===== src/rtl/hand_locate_pkg.sv =====
// Shared types and constants for the hand_locate centroid/bounding-box block.
package hand_locate_pkg;

  localparam int CNT_W      = 18;
  localparam int SUM_W      = 27;
  localparam int COORD_W    = 10;
  localparam int DIV_CYCLES = 27;

  typedef enum logic [1:0] {
    ACCUM,
    SNAP,
    DIV,
    UPDATE
  } state_t;

  typedef logic [COORD_W-1:0] coord_t;

  // (3*old + new) >> 2 evaluated at 12 bits; an off-panel previous value is replaced outright.
  function automatic coord_t smooth(coord_t old_v, coord_t new_v, coord_t no_hand);
    logic [11:0] acc;
    if (old_v == no_hand) begin
      return new_v;
    end
    acc = 12'(old_v) * 12'd3 + 12'(new_v);
    return acc[11:2];
  endfunction

endpackage


===== src/rtl/hand_locate_if.sv =====
// Pixel-stream inputs and published overlay coordinates of hand_locate.
interface hand_locate_if;
  import hand_locate_pkg::*;

  logic        pix_valid;
  logic [11:0] lcd_x;
  logic [11:0] lcd_y;
  logic        pix_bin;
  logic        vsync;
  coord_t      centre_x;
  coord_t      centre_y;
  coord_t      x_min_locate;
  coord_t      x_max_locate;
  coord_t      y_min_locate;
  coord_t      y_max_locate;
  logic        result_valid;
  logic        overrun;

  modport master (
    output pix_valid, lcd_x, lcd_y, pix_bin, vsync,
    input  centre_x, centre_y, x_min_locate, x_max_locate,
           y_min_locate, y_max_locate, result_valid, overrun
  );

  modport slave (
    input  pix_valid, lcd_x, lcd_y, pix_bin, vsync,
    output centre_x, centre_y, x_min_locate, x_max_locate,
           y_min_locate, y_max_locate, result_valid, overrun
  );

endinterface


===== src/rtl/hand_locate_seq_divider.sv =====
// Restoring divider, one quotient bit per cycle MSB first; done pulses once after DIV_CYCLES steps.
module seq_divider
  import hand_locate_pkg::*;
#(
  parameter int OUT_W = COORD_W
) (
  input  logic             clk,
  input  logic             rst_n,
  input  logic             start,
  input  logic             abort,
  input  logic [SUM_W-1:0] dividend,
  input  logic [CNT_W-1:0] divisor,
  output logic [OUT_W-1:0] quotient,
  output logic             done
);

  logic [SUM_W-1:0] quo_reg;
  logic [CNT_W-1:0] rem_reg;
  logic [CNT_W-1:0] dvs_reg;
  logic [4:0]       iter_reg;
  logic             busy_reg;
  logic             done_reg;
  logic [CNT_W:0]   trial;
  logic             fits;

  // The dividend shifts out of quo_reg while quotient bits shift in behind it.
  always_comb begin
    trial = {rem_reg, quo_reg[SUM_W-1]};
    fits  = (trial >= {1'b0, dvs_reg});
  end

  always_ff @(posedge clk or negedge rst_n) begin
    if (!rst_n) begin
      quo_reg  <= '0;
      rem_reg  <= '0;
      dvs_reg  <= '0;
      iter_reg <= '0;
      busy_reg <= 1'b0;
      done_reg <= 1'b0;
    end else begin
      done_reg <= 1'b0;
      if (abort) begin
        busy_reg <= 1'b0;
      end else if (start) begin
        quo_reg  <= dividend;
        rem_reg  <= '0;
        dvs_reg  <= divisor;
        iter_reg <= '0;
        busy_reg <= 1'b1;
      end else if (busy_reg) begin
        rem_reg  <= fits ? CNT_W'(trial - {1'b0, dvs_reg}) : trial[CNT_W-1:0];
        quo_reg  <= {quo_reg[SUM_W-2:0], fits};
        iter_reg <= iter_reg + 5'd1;
        if (iter_reg == 5'(DIV_CYCLES - 1)) begin
          busy_reg <= 1'b0;
          done_reg <= 1'b1;
        end
      end
    end
  end

  assign quotient = quo_reg[OUT_W-1:0];
  assign done     = done_reg;

endmodule


===== src/rtl/hand_locate.sv =====
// Per-frame skin-pixel centroid and bounding box for the VGA overlay.
// Optional HAND_LOCATE_SMOOTH_EN low-pass filters the published coordinates across frames.
module hand_locate
  import hand_locate_pkg::*;
#(
  parameter int     X_MIN      = 100,
  parameter int     X_MAX      = 500,
  parameter int     Y_MIN      = 0,
  parameter int     Y_MAX      = 400,
  parameter int     MIN_PIXELS = 256,
  parameter coord_t NO_HAND    = 10'd1023
) (
  input logic          clk,
  input logic          rst_n,
  hand_locate_if.slave bus
);

  localparam logic signed [12:0] X_LO = 13'(X_MIN);
  localparam logic signed [12:0] X_HI = 13'(X_MAX);
  localparam logic signed [12:0] Y_LO = 13'(Y_MIN);
  localparam logic signed [12:0] Y_HI = 13'(Y_MAX);

  generate
    if (MIN_PIXELS < 1) begin : g_bad_min_pixels
      $error("hand_locate: MIN_PIXELS must be at least 1");
    end
  endgenerate

  logic             pix_valid_reg;
  logic             pix_bin_reg;
  logic             vsync_reg;
  logic             vsync_d_reg;
  logic [11:0]      x_reg;
  logic [11:0]      y_reg;
  logic signed [12:0] x_s;
  logic signed [12:0] y_s;
  logic             frame_end;
  logic             hit;
  logic             cnt_ok;
  logic             div_start;
  logic             div_abort;
  logic             hand_ok;
  logic [CNT_W-1:0] cnt_reg;
  logic [4:0]       div_cnt_reg;
  state_t           state_reg;
  coord_t           coord    [2];
  coord_t           quo      [2];
  coord_t           min_snap [2];
  coord_t           max_snap [2];
  logic             done     [2];
  coord_t           new_val  [6];
  coord_t           out_reg  [6];

  always_ff @(posedge clk or negedge rst_n) begin
    if (!rst_n) begin
      pix_valid_reg <= 1'b0;
      pix_bin_reg   <= 1'b0;
      vsync_reg     <= 1'b0;
      vsync_d_reg   <= 1'b0;
      x_reg         <= '0;
      y_reg         <= '0;
    end else begin
      pix_valid_reg <= bus.pix_valid;
      pix_bin_reg   <= bus.pix_bin;
      vsync_reg     <= bus.vsync;
      vsync_d_reg   <= vsync_reg;
      x_reg         <= bus.lcd_x;
      y_reg         <= bus.lcd_y;
    end
  end

  assign x_s       = $signed({1'b0, x_reg});
  assign y_s       = $signed({1'b0, y_reg});
  assign frame_end = vsync_reg & ~vsync_d_reg;
  assign hit       = pix_valid_reg & pix_bin_reg &
                     (x_s >= X_LO) & (x_s <= X_HI) &
                     (y_s >= Y_LO) & (y_s <= Y_HI);
  assign coord[0]  = x_reg[COORD_W-1:0];
  assign coord[1]  = y_reg[COORD_W-1:0];

  assign cnt_ok    = (cnt_reg >= CNT_W'(MIN_PIXELS));
  assign div_start = (state_reg == SNAP) & cnt_ok;
  assign div_abort = (state_reg == SNAP) & ~cnt_ok;

  // In SNAP the live count restarts, so a hit landing in that cycle belongs to the new frame.
  always_ff @(posedge clk or negedge rst_n) begin
    if (!rst_n) begin
      cnt_reg <= '0;
    end else if (state_reg == SNAP) begin
      cnt_reg <= hit ? CNT_W'(1) : '0;
    end else if (hit && (cnt_reg != '1)) begin
      cnt_reg <= cnt_reg + CNT_W'(1);
    end
  end

  generate
    for (genvar gi = 0; gi < 2; gi++) begin : g_axis
      logic [SUM_W-1:0] sum_reg;
      coord_t           min_reg;
      coord_t           max_reg;
      coord_t           min_snap_reg;
      coord_t           max_snap_reg;

      always_ff @(posedge clk or negedge rst_n) begin
        if (!rst_n) begin
          sum_reg      <= '0;
          min_reg      <= '1;
          max_reg      <= '0;
          min_snap_reg <= '1;
          max_snap_reg <= '0;
        end else if (state_reg == SNAP) begin
          min_snap_reg <= min_reg;
          max_snap_reg <= max_reg;
          sum_reg      <= hit ? SUM_W'(coord[gi]) : '0;
          min_reg      <= hit ? coord[gi] : '1;
          max_reg      <= hit ? coord[gi] : '0;
        end else if (hit) begin
          sum_reg <= sum_reg + SUM_W'(coord[gi]);
          if (coord[gi] < min_reg) begin
            min_reg <= coord[gi];
          end
          if (coord[gi] > max_reg) begin
            max_reg <= coord[gi];
          end
        end
      end

      assign min_snap[gi] = min_snap_reg;
      assign max_snap[gi] = max_snap_reg;

      // Loads straight from the live accumulators in SNAP; they hold the same values the shadows take.
      seq_divider #(.OUT_W(COORD_W)) u_div (
        .clk      (clk),
        .rst_n    (rst_n),
        .start    (div_start),
        .abort    (div_abort),
        .dividend (sum_reg),
        .divisor  (cnt_reg),
        .quotient (quo[gi]),
        .done     (done[gi])
      );
    end
  endgenerate

  assign new_val[0] = quo[0];
  assign new_val[1] = quo[1];
  assign new_val[2] = min_snap[0];
  assign new_val[3] = max_snap[0];
  assign new_val[4] = min_snap[1];
  assign new_val[5] = max_snap[1];

  // Divider done in UPDATE means a full-count frame; a skipped or aborted divide leaves it low.
  assign hand_ok = done[0] & done[1];

  always_ff @(posedge clk or negedge rst_n) begin
    if (!rst_n) begin
      state_reg        <= ACCUM;
      div_cnt_reg      <= '0;
      bus.result_valid <= 1'b0;
      bus.overrun      <= 1'b0;
      for (int i = 0; i < 6; i++) begin
        out_reg[i] <= NO_HAND;
      end
    end else begin
      bus.result_valid <= 1'b0;
      case (state_reg)
        ACCUM: begin
          if (frame_end) begin
            state_reg <= SNAP;
          end
        end
        SNAP: begin
          div_cnt_reg <= '0;
          state_reg   <= cnt_ok ? DIV : UPDATE;
        end
        DIV: begin
          if (frame_end) begin
            bus.overrun <= 1'b1;
            state_reg   <= SNAP;
          end else begin
            div_cnt_reg <= div_cnt_reg + 5'd1;
            if (div_cnt_reg == 5'(DIV_CYCLES - 1)) begin
              state_reg <= UPDATE;
            end
          end
        end
        UPDATE: begin
          if (frame_end) begin
            bus.overrun <= 1'b1;
            state_reg   <= SNAP;
          end else begin
            state_reg        <= ACCUM;
            bus.result_valid <= 1'b1;
            for (int i = 0; i < 6; i++) begin
`ifdef HAND_LOCATE_SMOOTH_EN
              out_reg[i] <= hand_ok ? smooth(out_reg[i], new_val[i], NO_HAND) : NO_HAND;
`else
              out_reg[i] <= hand_ok ? new_val[i] : NO_HAND;
`endif
            end
          end
        end
        default: state_reg <= ACCUM;
      endcase
    end
  end

  assign bus.centre_x     = out_reg[0];
  assign bus.centre_y     = out_reg[1];
  assign bus.x_min_locate = out_reg[2];
  assign bus.x_max_locate = out_reg[3];
  assign bus.y_min_locate = out_reg[4];
  assign bus.y_max_locate = out_reg[5];

endmodule


===== src/flat_wrapper.sv =====
// flat-port wrapper written by rule: the top's interface ports become plain ports
module hand_locate_flat import hand_locate_pkg::*;
#(
  parameter int     X_MIN      = 100,
  parameter int     X_MAX      = 500,
  parameter int     Y_MIN      = 0,
  parameter int     Y_MAX      = 400,
  parameter int     MIN_PIXELS = 256,
  parameter coord_t NO_HAND    = 10'd1023
)
  (clk, rst_n, bus_pix_valid, bus_lcd_x, bus_lcd_y, bus_pix_bin, bus_vsync, bus_centre_x, bus_centre_y, bus_x_min_locate, bus_x_max_locate, bus_y_min_locate, bus_y_max_locate, bus_result_valid, bus_overrun);
  hand_locate_if bus_i ();
  input logic clk;
  input logic rst_n;
  input wire logic [$bits(bus_i.pix_valid)-1:0] bus_pix_valid;
  input wire logic [$bits(bus_i.lcd_x)-1:0] bus_lcd_x;
  input wire logic [$bits(bus_i.lcd_y)-1:0] bus_lcd_y;
  input wire logic [$bits(bus_i.pix_bin)-1:0] bus_pix_bin;
  input wire logic [$bits(bus_i.vsync)-1:0] bus_vsync;
  output wire logic [$bits(bus_i.centre_x)-1:0] bus_centre_x;
  output wire logic [$bits(bus_i.centre_y)-1:0] bus_centre_y;
  output wire logic [$bits(bus_i.x_min_locate)-1:0] bus_x_min_locate;
  output wire logic [$bits(bus_i.x_max_locate)-1:0] bus_x_max_locate;
  output wire logic [$bits(bus_i.y_min_locate)-1:0] bus_y_min_locate;
  output wire logic [$bits(bus_i.y_max_locate)-1:0] bus_y_max_locate;
  output wire logic [$bits(bus_i.result_valid)-1:0] bus_result_valid;
  output wire logic [$bits(bus_i.overrun)-1:0] bus_overrun;
  assign bus_i.pix_valid = bus_pix_valid;
  assign bus_i.lcd_x = bus_lcd_x;
  assign bus_i.lcd_y = bus_lcd_y;
  assign bus_i.pix_bin = bus_pix_bin;
  assign bus_i.vsync = bus_vsync;
  assign bus_centre_x = bus_i.centre_x;
  assign bus_centre_y = bus_i.centre_y;
  assign bus_x_min_locate = bus_i.x_min_locate;
  assign bus_x_max_locate = bus_i.x_max_locate;
  assign bus_y_min_locate = bus_i.y_min_locate;
  assign bus_y_max_locate = bus_i.y_max_locate;
  assign bus_result_valid = bus_i.result_valid;
  assign bus_overrun = bus_i.overrun;
  hand_locate #(.X_MIN(X_MIN), .X_MAX(X_MAX), .Y_MIN(Y_MIN), .Y_MAX(Y_MAX), .MIN_PIXELS(MIN_PIXELS), .NO_HAND(NO_HAND)) u_core (.clk(clk), .rst_n(rst_n), .bus(bus_i));
endmodule

===== config.mk =====
export PLATFORM = sky130hd
export DESIGN_NAME = hand_locate_flat
export DESIGN_NICKNAME = d
export VERILOG_FILES = /design/src/rtl/hand_locate_pkg.sv /design/src/rtl/hand_locate_if.sv /design/src/rtl/hand_locate_seq_divider.sv /design/src/rtl/hand_locate.sv /design/src/flat_wrapper.sv
export SDC_FILE = /design/constraint.sdc
export NUM_CORES = 1
export LEC_CHECK = 0
export ABC_CLOCK_PERIOD_IN_PS = 4400
export BUFFER_PORTS_ARGS = -buffer_cell sky130_fd_sc_hd__buf_2
export CAP_MARGIN = 10
export CORE_UTILIZATION = 50
export CTS_CLUSTER_DIAMETER = 200
export DETAILED_ROUTE_END_ITERATION = 10
export GPL_TIMING_DRIVEN = 0
export HOLD_SLACK_MARGIN = 0.1
export PLACE_DENSITY = 0.67
export SKIP_LAST_GASP = 1
export SLEW_MARGIN = 25
export SYNTH_ARGS = -nofsm -noshare
export SYNTH_HDL_FRONTEND = slang
export SYNTH_HIERARCHICAL = 1
export SYNTH_SLANG_ARGS = --single-unit

===== constraint.sdc =====
create_clock -name clk -period 4.4 [get_ports clk]
set_input_delay 0.88 -clock clk [delete_from_list [all_inputs] [get_ports clk]]
set_output_delay 0.88 -clock clk [all_outputs]
set_load 0.01 [all_outputs]

==> results.json <==
{
  "core_area_um2": 40700,
  "whs_ps": 328,
  "pre_cts_ws_ps": 33.4,
  "ctsRootBufferMaster": "clkbuf_16",
  "drive_above_1_share": 0.143,
  "synth_top_family_by_area": "compound AO/OA/AOI/OAI gates",
  "place_congestion": 0.898,
  "comb_power_share": 0.196,
  "io_pins": 91,
  "p_sw_frac": 0.308,
  "slowest_delay_ps": 510,
  "antenna_found_initial": 1,
  "ant_nets": 0,
  "synthMuxAreaShare": 0.00740,
  "final_nets": 2455,
  "cts_made_buffers": 43,
  "ir_drop_mv": 0.318,
  "synth_area_per_cell_um2": 9.46,
  "crit_chain": "nand2b_1, clkbuf_2, clkbuf_1, clkbuf_2, nor2_1, nor2b_1, clkbuf_1, nor2b_1, clkbuf_1, nand3_1, o311ai_0",
  "first_global_vias": 16300,
  "die-width_um": 205,
  "rsz0062_at_grt": "false",
  "clockBufferDepth": 3,
  "synth_fa_ha_area_frac": 0.0657,
  "path_max_fanout": 10,
  "hold_viol": 0,
  "num_antenna_cells": 0,
  "period_share": 0.904,
  "critPathKind": "reg -> reg",
  "synth_simple_gate_area_frac": 0.168,
  "rows": 74,
  "p_leak_nw": 10.5,
  "multi_input_area_um2": 9740,
  "grt_first_pass_wirelength_mm": 87.7,
  "start_kind": "register",
  "drv_slew": 0,
  "synth-compound-area-share": 0.194,
  "p_clk_frac": 0.358,
  "synth_area_leaders": "dfrtp_1, dfstp_2, o21ai_0, ha_1, nand2_1",
  "max_freq_ghz": 0.251,
  "period_minus_slack_ps": 3980,
  "avgRoutedWirePerCell_um": 19.0,
  "cts_max_level": 2,
  "final-seq-area_um2": 9860,
  "skew_ps": 20.2,
  "seq_power_share": 0.446,
  "via_count": 17000,
  "start_util": 0.506,
  "die_h_um": 205,
  "die_area_um2": 42100,
  "syn_to_final_growth_pct": 13.1,
  "synth-xor-area-share": 0.0361,
  "setup_viol": 0,
  "r2r_setup_slack_ps": 420,
  "track_usage": 0.264,
  "cp_slowest_cell": "clkbuf_1",
  "yosysTopAreaCell": "dfrtp_1",
  "ys_async_sr_fraction": 1.00,
  "synth_ff_type": "dfrtp_1",
  "dr.first_iter.drc_count": 1356,
  "synth_top_area_share": 0.350,
  "cts_tree": "built",
  "syn-num-nets": 2316,
  "syn_area_um2": 20600,
  "r2r-start": "u_core/state_reg[1]",
  "ys_warn_count": 6,
  "critPathArrivalTime_ps": 4410,
  "io_buffers": 90,
  "crit_required_ps": 4830,
  "p_per_area_nw_per_um2": 441,
  "wirelength_mm": 54.9,
  "clock-sinks": 389,
  "worst_pin_slew_ps": 839,
  "viasPerCell": 5.88,
  "slew_headroom": 0.439,
  "yosysSeqAreaShare": 0.478,
  "ys_ff_latch": 389,
  "outcome": "completed",
  "clock_latency_ps": 570,
  "grt_max_degree": 89,
  "switchingPower_mw": 3.18,
  "drcViolationCount": 0,
  "r2r_end": "u_core/g_axis[1].u_div/rem_reg[0]",
  "grt-ovfl-total": 0,
  "synth_cells": 2181,
  "drtPass1Iterations": 6,
  "clkSlewWorstSetupHoldPaths_ps": 60,
  "critPathCaptureType": "register",
  "synth_cell_types": 87,
  "intPower_mw": 7.12,
  "holdCritPathClass": "in -> async",
  "fillCellCount": 3583,
  "fin_setup_tns_ps": 0,
  "crit_top_cell": "clkbuf_1",
  "r2r_cells": 11,
  "post-dp-hpwl_mm": 39.2,
  "synth_edf_count": 0,
  "yosys-top-cells-count": "dfrtp_1, o21ai_0, nand2_1",
  "timing.final.ws_setup_ps": 423,
  "yosysMostFrequentCell": "dfrtp_1",
  "maxCapViolCount": 0
}
[worst max-delay path, delay by kind of cell, from the launching register on]
kind,cells,cell delay (ps)
simple gates,5,1180
buf+inv,5,2060
compound gates,1,120
flops,1,470
[cells by family after synthesis]
logic type                 count (synthesis)
AOI/OAI and AO/OA                        627
and+or+nand+nor                          716
DFF                                      389
buffers and inverters                    243
adders and majority gates                106
muxes                                     15
xor gates and xnor gates                  85
[area by class of cell]
cell class,count,area share
sequential,389,0.422
multi-input combinational,1549,0.417
tap,532,0.0285
clock buffer,64,0.0553
buffer,138,0.0280
inverter,105,0.0169
clock inverter,14,0.00718
timing repair buffer,94,0.0244
[routing by layer]
layer	vias to the layer above	track usage	wire (µm)
met5	-	0	0
met4	0	0.0823	1310
met3	83	0.0358	2990
met2	458	0.408	25300
met1	8453	0.382	25400
li1	7984	-	-
[power by group through the flow]
stage | clock network, mW | logic (mW) | registers, mW
floorplan | 0 | 0.994 | 4.74
global placement | 0 | 1.95 | 4.64
detailed placement | 0 | 2.01 | 4.66
CTS | 3.77 | 2.02 | 4.60
global route | 3.91 | 2.25 | 4.65
finish | 3.69 | 2.01 | 4.59
[what timing repair did]
| item | CTS | global route |
|---|---|---|
| endpoints found under the setup margin | 1 | 9 |
| pin swaps | 0 | 0 |
| resized for setup | 1 | 2 |
| setup buffers | 0 | 0 |
| hold buffers | 0 | 0 |
[layout by cell type (no fill, tap or decap), types with 16 or more instances in the layout]
| cell type | n |
|---|---|
| nor2_1 | 167 |
| inv_1 | 105 |
| nor3_1 | 17 |
| dfrtp_1 | 289 |
| and3_1 | 16 |
| buf_2 | 96 |
| buf_4 | 23 |
| nand2_1 | 257 |
| xor2_1 | 41 |
| nand4_1 | 24 |
| a22oi_1 | 48 |
| nor2b_1 | 75 |
| nand3_1 | 61 |
| dfstp_2 | 100 |
| xnor2_1 | 44 |
| o21ai_0 | 264 |
| a21oi_1 | 109 |
| clkbuf_1 | 112 |
| ha_1 | 102 |
| a211oi_1 | 22 |
| clkbuf_16 | 47 |
| nor4_1 | 16 |
[stage by stage]
stage	cells	instance area, µm²	util	power, mW
finish	2885	23300	0.573	10.3
detailed placement	2807	21900	0.537	6.67
floorplan	2181	20600	-	5.73
global route	2885	23300	0.573	10.8
CTS	2885	23300	0.573	10.4
global placement	2803	21700	0.534	6.60
[worst max-delay path by stage]
stage | startpoint | slack [ps] | depth (start not counted) | to
3_5_place_dp | u_core/state_reg[1] | 30 | 11 | u_core/g_axis[1].u_div/rem_reg[11]
2_1_floorplan | u_core/state_reg[1] | 1680 | 11 | u_core/g_axis[0].u_div/rem_reg[15]
4_1_cts | u_core/state_reg[1] | 270 | 11 | u_core/g_axis[1].u_div/rem_reg[4]
5_1_grt | u_core/state_reg[1] | 170 | 11 | u_core/g_axis[0].u_div/rem_reg[4]
3_3_place_gp | rst_n | -5200 | 1 | u_core/g_axis[0].max_snap_reg[7]
6_report | u_core/state_reg[1] | 420 | 11 | u_core/g_axis[1].u_div/rem_reg[0]
No activity file was read; power rests on OpenSTA's default activity.
